==> config.mk <==
export PLATFORM = sky130hd
export DESIGN_NAME = rgb_pwm_driver
export DESIGN_NICKNAME = d
export VERILOG_FILES = /design/src/rtl/rgb_pkg.sv /design/src/rtl/rgb_pwm_driver_timebase.sv /design/src/rtl/rgb_pwm_driver.sv
export SDC_FILE = /design/constraint.sdc
export NUM_CORES = 1
export LEC_CHECK = 0
export CAP_MARGIN = 20
export CORE_ASPECT_RATIO = 1.2
export CORE_MARGIN = 1
export CORE_UTILIZATION = 56
export CTS_CLUSTER_SIZE = 24
export DETAILED_ROUTE_END_ITERATION = 8
export PLACE_DENSITY = 0.91
export SLEW_MARGIN = 10
export SYNTH_ARGS = -nofsm -noshare
export SYNTH_HDL_FRONTEND = slang
export SYNTH_SLANG_ARGS = --single-unit
==> constraint.sdc <==
create_clock -name CLK -period 2.1 [get_ports CLK]
set_input_delay 0.21 -clock CLK [delete_from_list [all_inputs] [get_ports CLK]]
set_output_delay 0.21 -clock CLK [all_outputs]
set_load 0.005 [all_outputs]
==> src/rtl/rgb_pkg.sv <==
// rgb_pkg: shared duty-triple type for the colour-wheel generator and PWM driver
package rgb_pkg;
  localparam int PWM_BITS = 8;
  typedef struct packed {
    logic [PWM_BITS-1:0] r;
    logic [PWM_BITS-1:0] g;
    logic [PWM_BITS-1:0] b;
  } rgb_duty_t;
endpackage

==> src/rtl/rgb_pwm_driver_timebase.sv <==
// pwm_timebase: prescaled PWM slot counter with tick and period-wrap strobes
module pwm_timebase #(
  parameter int PWM_BITS = 8,
  parameter int PRESCALE = 46
) (
  input  logic                CLK,
  input  logic                RST,
  output logic                tick,
  output logic                wrap,
  output logic [PWM_BITS-1:0] pwm_cnt
);
  localparam int PW = PRESCALE > 0 ? $clog2(PRESCALE + 1) : 1;
  logic [PW-1:0] prescaler;
  assign tick = prescaler == PW'(PRESCALE);
  assign wrap = tick && &pwm_cnt;
  always_ff @(posedge CLK)
    if (RST) begin
      prescaler <= '0;
      pwm_cnt   <= '0;
    end else begin
      prescaler <= tick ? '0 : prescaler + 1'b1;
      if (tick) pwm_cnt <= pwm_cnt + 1'b1;
    end
endmodule

==> src/rtl/rgb_pwm_driver.sv <==
// rgb_pwm_driver: buffers one duty triple per handshake and drives active-low
// RGB pins with registered PWM, swapping duties only at period boundaries
module rgb_pwm_driver #(
  parameter int PWM_BITS = rgb_pkg::PWM_BITS,
  parameter int PRESCALE = 46
) (
  input  logic                CLK,
  input  logic                RST,
  input  logic                enable,
  input  logic                in_valid,
  output logic                in_ready,
  input  logic [PWM_BITS-1:0] r_duty,
  input  logic [PWM_BITS-1:0] g_duty,
  input  logic [PWM_BITS-1:0] b_duty,
  output logic                RGB_R,
  output logic                RGB_G,
  output logic                RGB_B,
  output logic                period_start
);
  import rgb_pkg::*;
  typedef struct packed {
    logic [PWM_BITS-1:0] r;
    logic [PWM_BITS-1:0] g;
    logic [PWM_BITS-1:0] b;
  } duty_t;
  logic                tick, wrap, pending_valid;
  logic [PWM_BITS-1:0] pwm_cnt;
  duty_t               pending, active;
  pwm_timebase #(.PWM_BITS(PWM_BITS), .PRESCALE(PRESCALE)) u_tb (
    .CLK(CLK), .RST(RST), .tick(tick), .wrap(wrap), .pwm_cnt(pwm_cnt)
  );
  assign in_ready = !pending_valid && !RST;
  // swap and transfer are exclusive: a transfer needs pending empty, a swap needs it full
  always_ff @(posedge CLK)
    if (RST) begin
      pending_valid <= 1'b0;
      pending       <= '0;
      active        <= '0;
      RGB_R         <= 1'b1;
      RGB_G         <= 1'b1;
      RGB_B         <= 1'b1;
      period_start  <= 1'b0;
    end else begin
      if (wrap && pending_valid) begin
        active        <= pending;
        pending_valid <= 1'b0;
      end else if (in_valid && in_ready) begin
        pending       <= '{r: r_duty, g: g_duty, b: b_duty};
        pending_valid <= 1'b1;
      end
      RGB_R        <= !(enable && pwm_cnt < active.r);
      RGB_G        <= !(enable && pwm_cnt < active.g);
      RGB_B        <= !(enable && pwm_cnt < active.b);
      period_start <= wrap;
    end
endmodule

==> impl_metrics.toml <==
[critical_path]
slowest_stage = "or4_1"
worstSetupStartpointType = "flop"
arrival_ps = 2190
critPathMaxFanout = 14
worst-setup-path-type = "reg -> reg"
cp.required_ps = 2330
cp-end-kind = "flop"
crit_family = "simple AND/OR/NAND/NOR gates"
critPathBufInv = 2
critPathMaxStageDelay_ps = 590
path_cells = "inv_1 > ha_1 > nand3_1 > or4_1 > buf_4 > mux2i_1"

[synthesis]
synth_edf_count = 0
synth_simple_gate_area_share_pct = 22.2
yosys_warnings = 0
synthCells = 342
synth.most_common_cell = "dfxtp_1"
yosys.area.top_type = "dfxtp_1"
syn_nets = 394
synthArstFlopShare_pct = 0
synth_top_family_by_area = "simple AND/OR/NAND/NOR gates"
synth_compound_area_share_pct = 9.96
synth.distinct_cells = 31
synth_top_cells_by_area = "dfxtp_1 43%, nand2b_1 10%, ha_1 9.6%, mux2i_1 8.0%, o21ai_0 4.3%"
synth_common_cells = "67 x dfxtp_1, 52 x nand2b_1, 27 x inv_1, 27 x nand2_1, 27 x o21ai_0"
yosys.area.top_type_share_pct = 42.9
ys.flop_type = "dfxtp_1"
yosysSeqAreaShare_pct = 42.9
synthMuxAreaShare_pct = 8.72
synth_area_um2 = 3130
ys_ff_latch = 67
syn_area_per_cell_um2 = 9.14
synth-xor-area-share_pct = 0.840
synth_fa_ha_area_share_pct = 9.60

[global_routing]
antenna_found_initial = 0
grt_pass1_vias = 2467
grt_pass1_wl_um = 10500
grt_remaining_overflow = 0
grt.total_usage_pct = 22.8
grt_start_max_net_pins = 65

[detailed_routing]
ant_nets = 0
first_iter_violations = 210
post-route-drc-count = 0
first_pass_iters = 4
routed_wl_um = 5970
via_count = 2423
wire_per_inst_um = 13.5
vias_per_cell = 5.48

[layout]
area_growth_syn_to_layout_pct = 18.0
nFillCells = 400
multi_input_area_um2 = 1610
final_core_util_pct = 69.2
final_nets = 427
drive_gt1_share_pct = 6.58
antenna_cells = 0
seqCellArea_um2 = 1340

[cts]
post_cts_resized = 0
cts_sinks = 67
post_cts_buffers = 0
ctsHoldBuffers = 0
cts_tree = "done"
cts_root_buf = "clkbuf_8"
numCtsBuffers = 9
clock_latency_ps = 350
clockBufferDepth = 2
htree_num_levels = 3
clk_pin_slew_ps = 70

[placed_design]
dp.final_hpwl_um = 4210
place_ws_ps = 192
place_congestion = 0.855
io_buffers = 32

[status]
status = "complete, no violations"

[hold_path]
hold_path_class = "in -> reg"

[power_and_ir_drop]
power_leakage_nw = 1.54
irDropWorstVdd_mv = 0.512
powerDensity_nw_per_um2 = 664

[die]
fp.dieW_um = 70.2
ios = 33
rows = 29
dieArea_um2 = 5890
start_util_pct = 58.6
die_h_um = 83.9
core_um2 = 5330

[timing]
hold_viol = 0
finalCritPeriodShare_pct = 93.1
hold-worst-slack_ps = 410
fin_skew_ps = 6.27
setup_ws_ps = 145
fin_crit_ps = 1960
slew_headroom_pct = 72.7
fmax_mhz = 511
setup_viol = 0
report.final.slew_viol_count = 0
worstMarginPinSlew_ps = 400
rsz0062_at_grt = "false"
tns_ps = 0

[run]
cap_violations = 0
layout make-up:
cell class	count	share of cell area, %
Timing Repair Buffer	38	10.2
Sequential cell	67	36.4
Inverter	27	2.75
Clock inverter	4	0.678
Multi-Input combinational cell	232	43.7
Clock buffer	12	4.21
Tap cell	62	2.10
metal layers:
layer | track usage [%] | routed length [um] | vias to the layer above
met4 | 14.0 | 213 | 0
met5 | 0 | 0 | -
li1 | - | - | 1226
met2 | 38.1 | 2910 | 58
met3 | 6.64 | 226 | 21
met1 | 25.2 | 2620 | 1118
per-stage QoR:
stage	power (mW)	std cells	instance area (um2)
finish	2.45	442	3690
global route	2.54	442	3690
CTS	2.46	442	3690
detailed placement	1.51	426	3510
global placement	1.50	426	3510
floorplan	1.43	342	3130
where the power goes:
group / internal, mW / total [mW] / leakage, nW / switching, mW
sequential: 1.31 / 1.33 / 0.545 / 0.0170
clock: 0.488 / 0.965 / 0.0884 / 0.477
combinational: 0.0914 / 0.160 / 0.908 / 0.0682
total: 1.89 / 2.45 / 1.54 / 0.562
cell usage in the layout, fill, tap and decap left out, types with 7 or more instances in the layout:
cell / netlist / layout
nand3_1: 8 / 8
o21ai_0: 27 / 27
ha_1: 24 / 24
clkdlybuf4s50_1: 0 / 32
clkbuf_8: 0 / 11
a21oi_1: 9 / 9
nand2b_1: 52 / 52
nor2_1: 13 / 13
inv_1: 27 / 27
nand4_1: 7 / 7
dfxtp_1: 67 / 67
nand2_1: 27 / 27
mux2i_1: 25 / 25
state kept, by name, summed over array words and instances, names as in the netlist:
| name | cells |
|---|---|
| u_tb.pwm_cnt | 8 |
| active | 24 |
| RGB_G | 1 |
| RGB_B | 1 |
| u_tb.prescaler | 6 |
| pending | 24 |
| pending_valid | 1 |
| period_start | 1 |
| RGB_R | 1 |
cell families (layout without fill, tap and decap cells):
logic type               count (synthesis)  count (layout)
AO/OA/AOI/OAI                           52              52
XOR/XNOR                                 3               3
flip-flops                              67              67
buffers and inverters                   43              81
adder cells (fa/ha/maj)                 24              24
AND/OR/NAND/NOR                        126             126
multiplexers                            27              27
tightest hold or removal path: stages:
cell and delay, ps:
clkdlybuf4s50_1 390, nand2_1 50, o21ai_0 60
final timing paths:
kind / start / to / slack, ps / cells after the start
worst max-delay path: u_tb.prescaler[0]$_SDFF_PP0_ / active[13]$_SDFFE_PP0P_ / 140 / 6
worst min-delay path: g_duty[1] / pending[9]$_SDFFE_PP0P_ / 410 / 3
worst max register to register: u_tb.prescaler[0]$_SDFF_PP0_ / active[13]$_SDFFE_PP0P_ / 140 / 6
worst min register to register: active[7]$_SDFFE_PP0P_ / active[7]$_SDFFE_PP0P_ / 480 / 2
No activity file was read; power rests on OpenSTA's default activity.
==> variant 1 (config.mk and constraints unchanged) <==
Put one more register stage on the output `RGB_G`, cleared by the reset. The value now appears one clock later. The other outputs are not delayed to match.
--- a/src/rtl/rgb_pwm_driver.sv
+++ b/src/rtl/rgb_pwm_driver.sv
@@ -23,6 +23,8 @@
     logic [PWM_BITS-1:0] g;
     logic [PWM_BITS-1:0] b;
   } duty_t;
+
+  logic RGB_G_s0;
   logic                tick, wrap, pending_valid;
   logic [PWM_BITS-1:0] pwm_cnt;
   duty_t               pending, active;
@@ -37,7 +39,7 @@
       pending       <= '0;
       active        <= '0;
       RGB_R         <= 1'b1;
-      RGB_G         <= 1'b1;
+      RGB_G_s0      <= 1'b1;
       RGB_B         <= 1'b1;
       period_start  <= 1'b0;
     end else begin
@@ -49,9 +51,17 @@
         pending_valid <= 1'b1;
       end
       RGB_R        <= !(enable && pwm_cnt < active.r);
-      RGB_G        <= !(enable && pwm_cnt < active.g);
+      RGB_G_s0     <= !(enable && pwm_cnt < active.g);
       RGB_B        <= !(enable && pwm_cnt < active.b);
       period_start <= wrap;
     end
+  always_ff @(posedge CLK) begin
+      if (RST) begin
+          RGB_G <= '0;
+      end else begin
+          RGB_G <= RGB_G_s0;
+      end
+  end
+
 endmodule
 
Formal check against the unedited RTL: not equivalent (Yosys sat finds a counterexample within 4 cycles, from zero or initial values and one cycle with RST high).
==> variant 1 against the unedited design <==
The run now ends with DRC left. Sequential cell count is 1 higher. Total power rose by 2.1%. Worst setup slack got worse by 0.020 ns. Non-clock buffer count is the same. Sequential share of layout area grew 0.21 points. Routed wire length decreased by 1.4%. Design area grew 0.92%. Area after synthesis grew 0.84%. Final cell count rose by 0.23%. Clock skew up 0.0038 ns. Hold slack improved by 0.0099 ns.
==> variant 1: results (changes against the unedited design) <==
RUN_STATUS='finished with violations'
FAILED_CHECKS='DRC'
VIAS_PER_CELL=5.37  # -2.0%
SYNTH_AREA_LEADERS='dfxtp_1, nand2b_1, ha_1'
SYN-NUM-NETS=396  # +0.51%
FRACTION_OF_AREA_IN_CLOCK_BUFFERS_AND_INVERTERS_PCT=5.04  # +0.16 points
GPL.FINAL_WEIGHTED_CONGESTION=0.865  # +1.2%
MULTI_INPUT_COMBINATIONAL_CELL_AREA_UM2=1620  # +0.39%
SYN_AVG_CELL_AREA_UM2=9.17  # +0.25%
DRC=2  # +2
FIRSTDRTPASSITERS=6  # +2
GRT_PASS1_VIAS=2418  # -2.0%
FINAL_SKEW_NS=0.0100  # +0.00378 ns
HPWL_UM=4070  # -3.3%
POST_SYNTHESIS_ADDER_CELL_AREA_FRACTION_PCT=9.52  # -0.080 points
SYNTH_XOR_XNOR_AREA_SHARE_PCT=0.833  # -0.0070 points
VDD_IR_DROP_MAX_mV=0.587  # +15%
SYNTH_COMMONEST_CELLS='dfxtp_1, nand2b_1, inv_1, nand2_1, o21ai_0'
DRT-TOTAL-WL_UM=5880  # -1.4%
WL_MET2_UM=2910  # -0.10%
FINAL.FILL_COUNT=397  # -0.75%
NUM-NETS-FINAL=429  # +0.47%
SWITCHINGPOWER_mW=0.531  # -5.5%
CLOCK_BUFFER_COUNT=14  # +2
SYNTH_COMPOUND_GATE_AREA_SHARE_PCT=9.88  # -0.083 points
PLACED_CELLS_INCL_TAPS=428  # +0.47%
SEQ_CELL_COUNT=68  # +1.5%
PORTION_OF_THE_POST_SYNTHESIS_AREA_USED_BY_SEQUENTIAL_ELEMENTS_PCT=43.2  # +0.28 points
NONCLKBUFAREAFRAC_PCT=10.2  # -0.093 points
MULTIINPUTCOMBCELLCOUNT=233  # +0.43%
SYNTH_MUX_AREA_SHARE_PCT=8.65  # -0.073 points
FIRST_ITER_VIOLATIONS=142  # -32%
MAX-SLEW-MARGIN-REL_PCT=67.4  # -5.3 points
SW_FRAC_OF_TOTAL_PCT=21.2  # -1.7 points
TRACK_USAGE_PCT=22.5  # -0.28 points
REGAREA_UM2=1360  # +1.5%
MAPPEDNETLISTAREA_UM2=3150  # +0.84%
POWER_LEAKAGE_nW=1.56  # +1.3%
[variant 1: worst max-delay path, delay by kind of cell, from the launching register on]
kind / cells / cell delay (ns)
simple gates: 2 / 0.78
flops: 1 / 0.35
buf+inv: 2 / 0.33
fa+ha+maj: 1 / 0.23
mux: 1 / 0.16
[variant 1: path summary, 6_finish.rpt]
path | slack [ns] | end | depth (start not counted) | from
worst max-delay path | 0.12 | active[19]$_SDFFE_PP0P_ | 6 | u_tb.prescaler[0]$_SDFF_PP0_
worst min-delay path | 0.42 | pending[9]$_SDFFE_PP0P_ | 3 | g_duty[1]
worst max register to register | 0.12 | active[19]$_SDFFE_PP0P_ | 6 | u_tb.prescaler[0]$_SDFF_PP0_
worst min register to register | 0.44 | RGB_G$_SDFF_PP0_ | 1 | RGB_G_s0$_SDFF_PP1_
[variant 1: metal layers]
metal,vias up,global-route usage [%]
met3,17,5.52
met2,44,37.3
met1,1085,25.8
met4,0,14.5
met5,-,0
li1,1233,-
==> variant 2 (same settings) <==
Made on the original files. `PRESCALE` is set to 46 in 2 places; all go to 92.
--- a/src/rtl/rgb_pwm_driver_timebase.sv
+++ b/src/rtl/rgb_pwm_driver_timebase.sv
@@ -1,7 +1,7 @@
 // pwm_timebase: prescaled PWM slot counter with tick and period-wrap strobes
 module pwm_timebase #(
   parameter int PWM_BITS = 8,
-  parameter int PRESCALE = 46
+  parameter int PRESCALE = 92
 ) (
   input  logic                CLK,
   input  logic                RST,
--- a/src/rtl/rgb_pwm_driver.sv
+++ b/src/rtl/rgb_pwm_driver.sv
@@ -2,7 +2,7 @@
 // RGB pins with registered PWM, swapping duties only at period boundaries
 module rgb_pwm_driver #(
   parameter int PWM_BITS = rgb_pkg::PWM_BITS,
-  parameter int PRESCALE = 46
+  parameter int PRESCALE = 92
 ) (
   input  logic                CLK,
   input  logic                RST,
Check against the original RTL: same outputs for any inputs over 10 cycles, from zero or initial values and one cycle with RST high; that may be too few to reach the edited logic, so the function may still have changed.
==> variant 2 against the unedited design <==
Critical path depth shrank 1. Total power is 2.0% lower. Global-route usage down 0.49 points. Sequential cell count up 1. Area after synthesis is 5.0% higher. Worst setup slack gained 0.18 ns. Routed wire length rose by 2.5%. Design area is 3.8% higher. Clock power is 7.4% lower. Critical path type unchanged. Critical endpoint is now u_tb.pwm_cnt[6]$_SDFFE_PP0P_.
==> variant 2: results (changes against the unedited design) <==
GRT_FIRST_PASS_WIRELENGTH_UM=10800  # +2.6%
WIRELENGTH_MET1_UM=2820  # +7.6%
DEPTH_OF_THE_MOST_CRITICAL_REG_TO_REG_PATH=5  # -1
POSTSYNTHREGISTERBITS=68  # +1.5%
WL_MET3_UM=205  # -9.3%
SYNTH_MUX_AREA_SHARE_PCT=8.31  # -0.41 points
VIAS_PER_CELL=5.29  # -3.4%
SWITCHINGPOWER_mW=0.558  # -0.73%
SYNTH_AREA_LEADERS='dfxtp_1, nand2b_1, ha_1'
SYNTH_COMMONEST_CELLS='dfxtp_1, nand2b_1, inv_1'
PIN_COUNT_OF_THE_BIGGEST_NET_ENTERING_GLOBAL_ROUTING=33  # -49%
MAX-SLEW-MARGIN-REL_PCT=67.7  # -4.9 points
CRITPATHARRIVALTIME_NS=2.00  # -0.19 ns
GR-USAGE-MET1_PCT=26.0  # +0.81 points
PATH_MAX_FANOUT=13  # -1
SYN-NUM-NETS=408  # +3.6%
WL_MET2_UM=2970  # +2.1%
PORTION_OF_THE_POST_SYNTHESIS_AREA_USED_BY_SEQUENTIAL_ELEMENTS_PCT=41.5  # -1.4 points
GPL.FINAL_WEIGHTED_CONGESTION=0.831  # -2.8%
RUN_STATUS='completed'
CELLS_ON_WORST_HOLD_PATH=2  # -1
WORST_HOLD_PATH_EP='u_tb.prescaler[5]$_SDFF_PP0_'
YS_TYPES=40  # +29%
POST_ROUTE_CELLS_DRIVE_ABOVE_1_SHARE_PCT=7.85  # +1.3 points
SYNTH_COMPOUND_GATE_AREA_SHARE_PCT=9.87  # -0.090 points
VDD_IR_DROP_MAX_mV=0.433  # -15%
CRIT-REG2REG-CAPTURE='u_tb.pwm_cnt[6]$_SDFFE_PP0P_'
NUM-NETS-FINAL=442  # +3.5%
FIRST_ITER_VIOLATIONS=183  # -13%
CRIT_PATH_MAX_INCR_DELAY_NS=0.39  # -0.20 ns
GR-USAGE-MET3_PCT=5.88  # -0.77 points
R2R_SLACK_NS=0.33  # +0.18 ns
DRT-TOTAL-WL_UM=6120  # +2.5%
TRACK_USAGE_PCT=22.3  # -0.49 points
SYNTH_XOR_XNOR_AREA_SHARE_PCT=0.801  # -0.040 points
GR-USAGE-MET2_PCT=37.9  # -0.20 points
GRT_PASS1_VIAS=2519  # +2.1%
variant 2: cell count changes after synthesis, sizes merged, moves of 3 or more:
cell and change:
nand4 +3, nor3 +4, nand3 -3, buf +5
clkbuf -4, inv +3
variant 2: layout make-up:
class / count / area [µm²]
fill: 447 / 1840
multi-input combinational: 241 / 1720
sequential: 68 / 1360
timing repair buffer: 40 / 375
clock buffer: 11 / 131
inverter: 30 / 113
tap: 80 / 100
clock inverter: 5 / 28.8
variant 2: worst max-delay path by stage:
stage | endpoint | cells past startpoint | slack, ns
final | u_tb.pwm_cnt[6]$_SDFFE_PP0P_ | 5 | 0.33
after global routing | u_tb.pwm_cnt[6]$_SDFFE_PP0P_ | 5 | 0.21
after global placement | u_tb.pwm_cnt[5]$_SDFFE_PP0P_ | 5 | 0.50
after CTS | u_tb.pwm_cnt[6]$_SDFFE_PP0P_ | 5 | 0.32
after detailed placement | u_tb.pwm_cnt[6]$_SDFFE_PP0P_ | 5 | 0.37
after floorplan | u_tb.pwm_cnt[6]$_SDFFE_PP0P_ | 6 | 0.50
variant 2: per-stage QoR:
step / hold slack, ns / worst slack [ns] / area, µm² / instances
after CTS: 0.300 / 0.320 / 3830 / 475
after floorplan: 0.319 / 0.501 / 3280 / 356
after global routing: 0.339 / 0.211 / 3830 / 475
after detailed placement: 0.466 / 0.365 / 3670 / 459
final: 0.313 / 0.328 / 3830 / 475
after global placement: 0.462 / 0.503 / 3670 / 459
variant 2: power by group through the flow:
stage,Combinational (mW),Clock (mW),Sequential (mW)
4_1_cts,0.164,0.918,1.34
3_5_place_dp,0.161,0,1.37
2_1_floorplan,0.0902,0,1.37
3_3_place_gp,0.157,0,1.37
5_1_grt,0.181,0.978,1.35
6_report,0.163,0.894,1.34
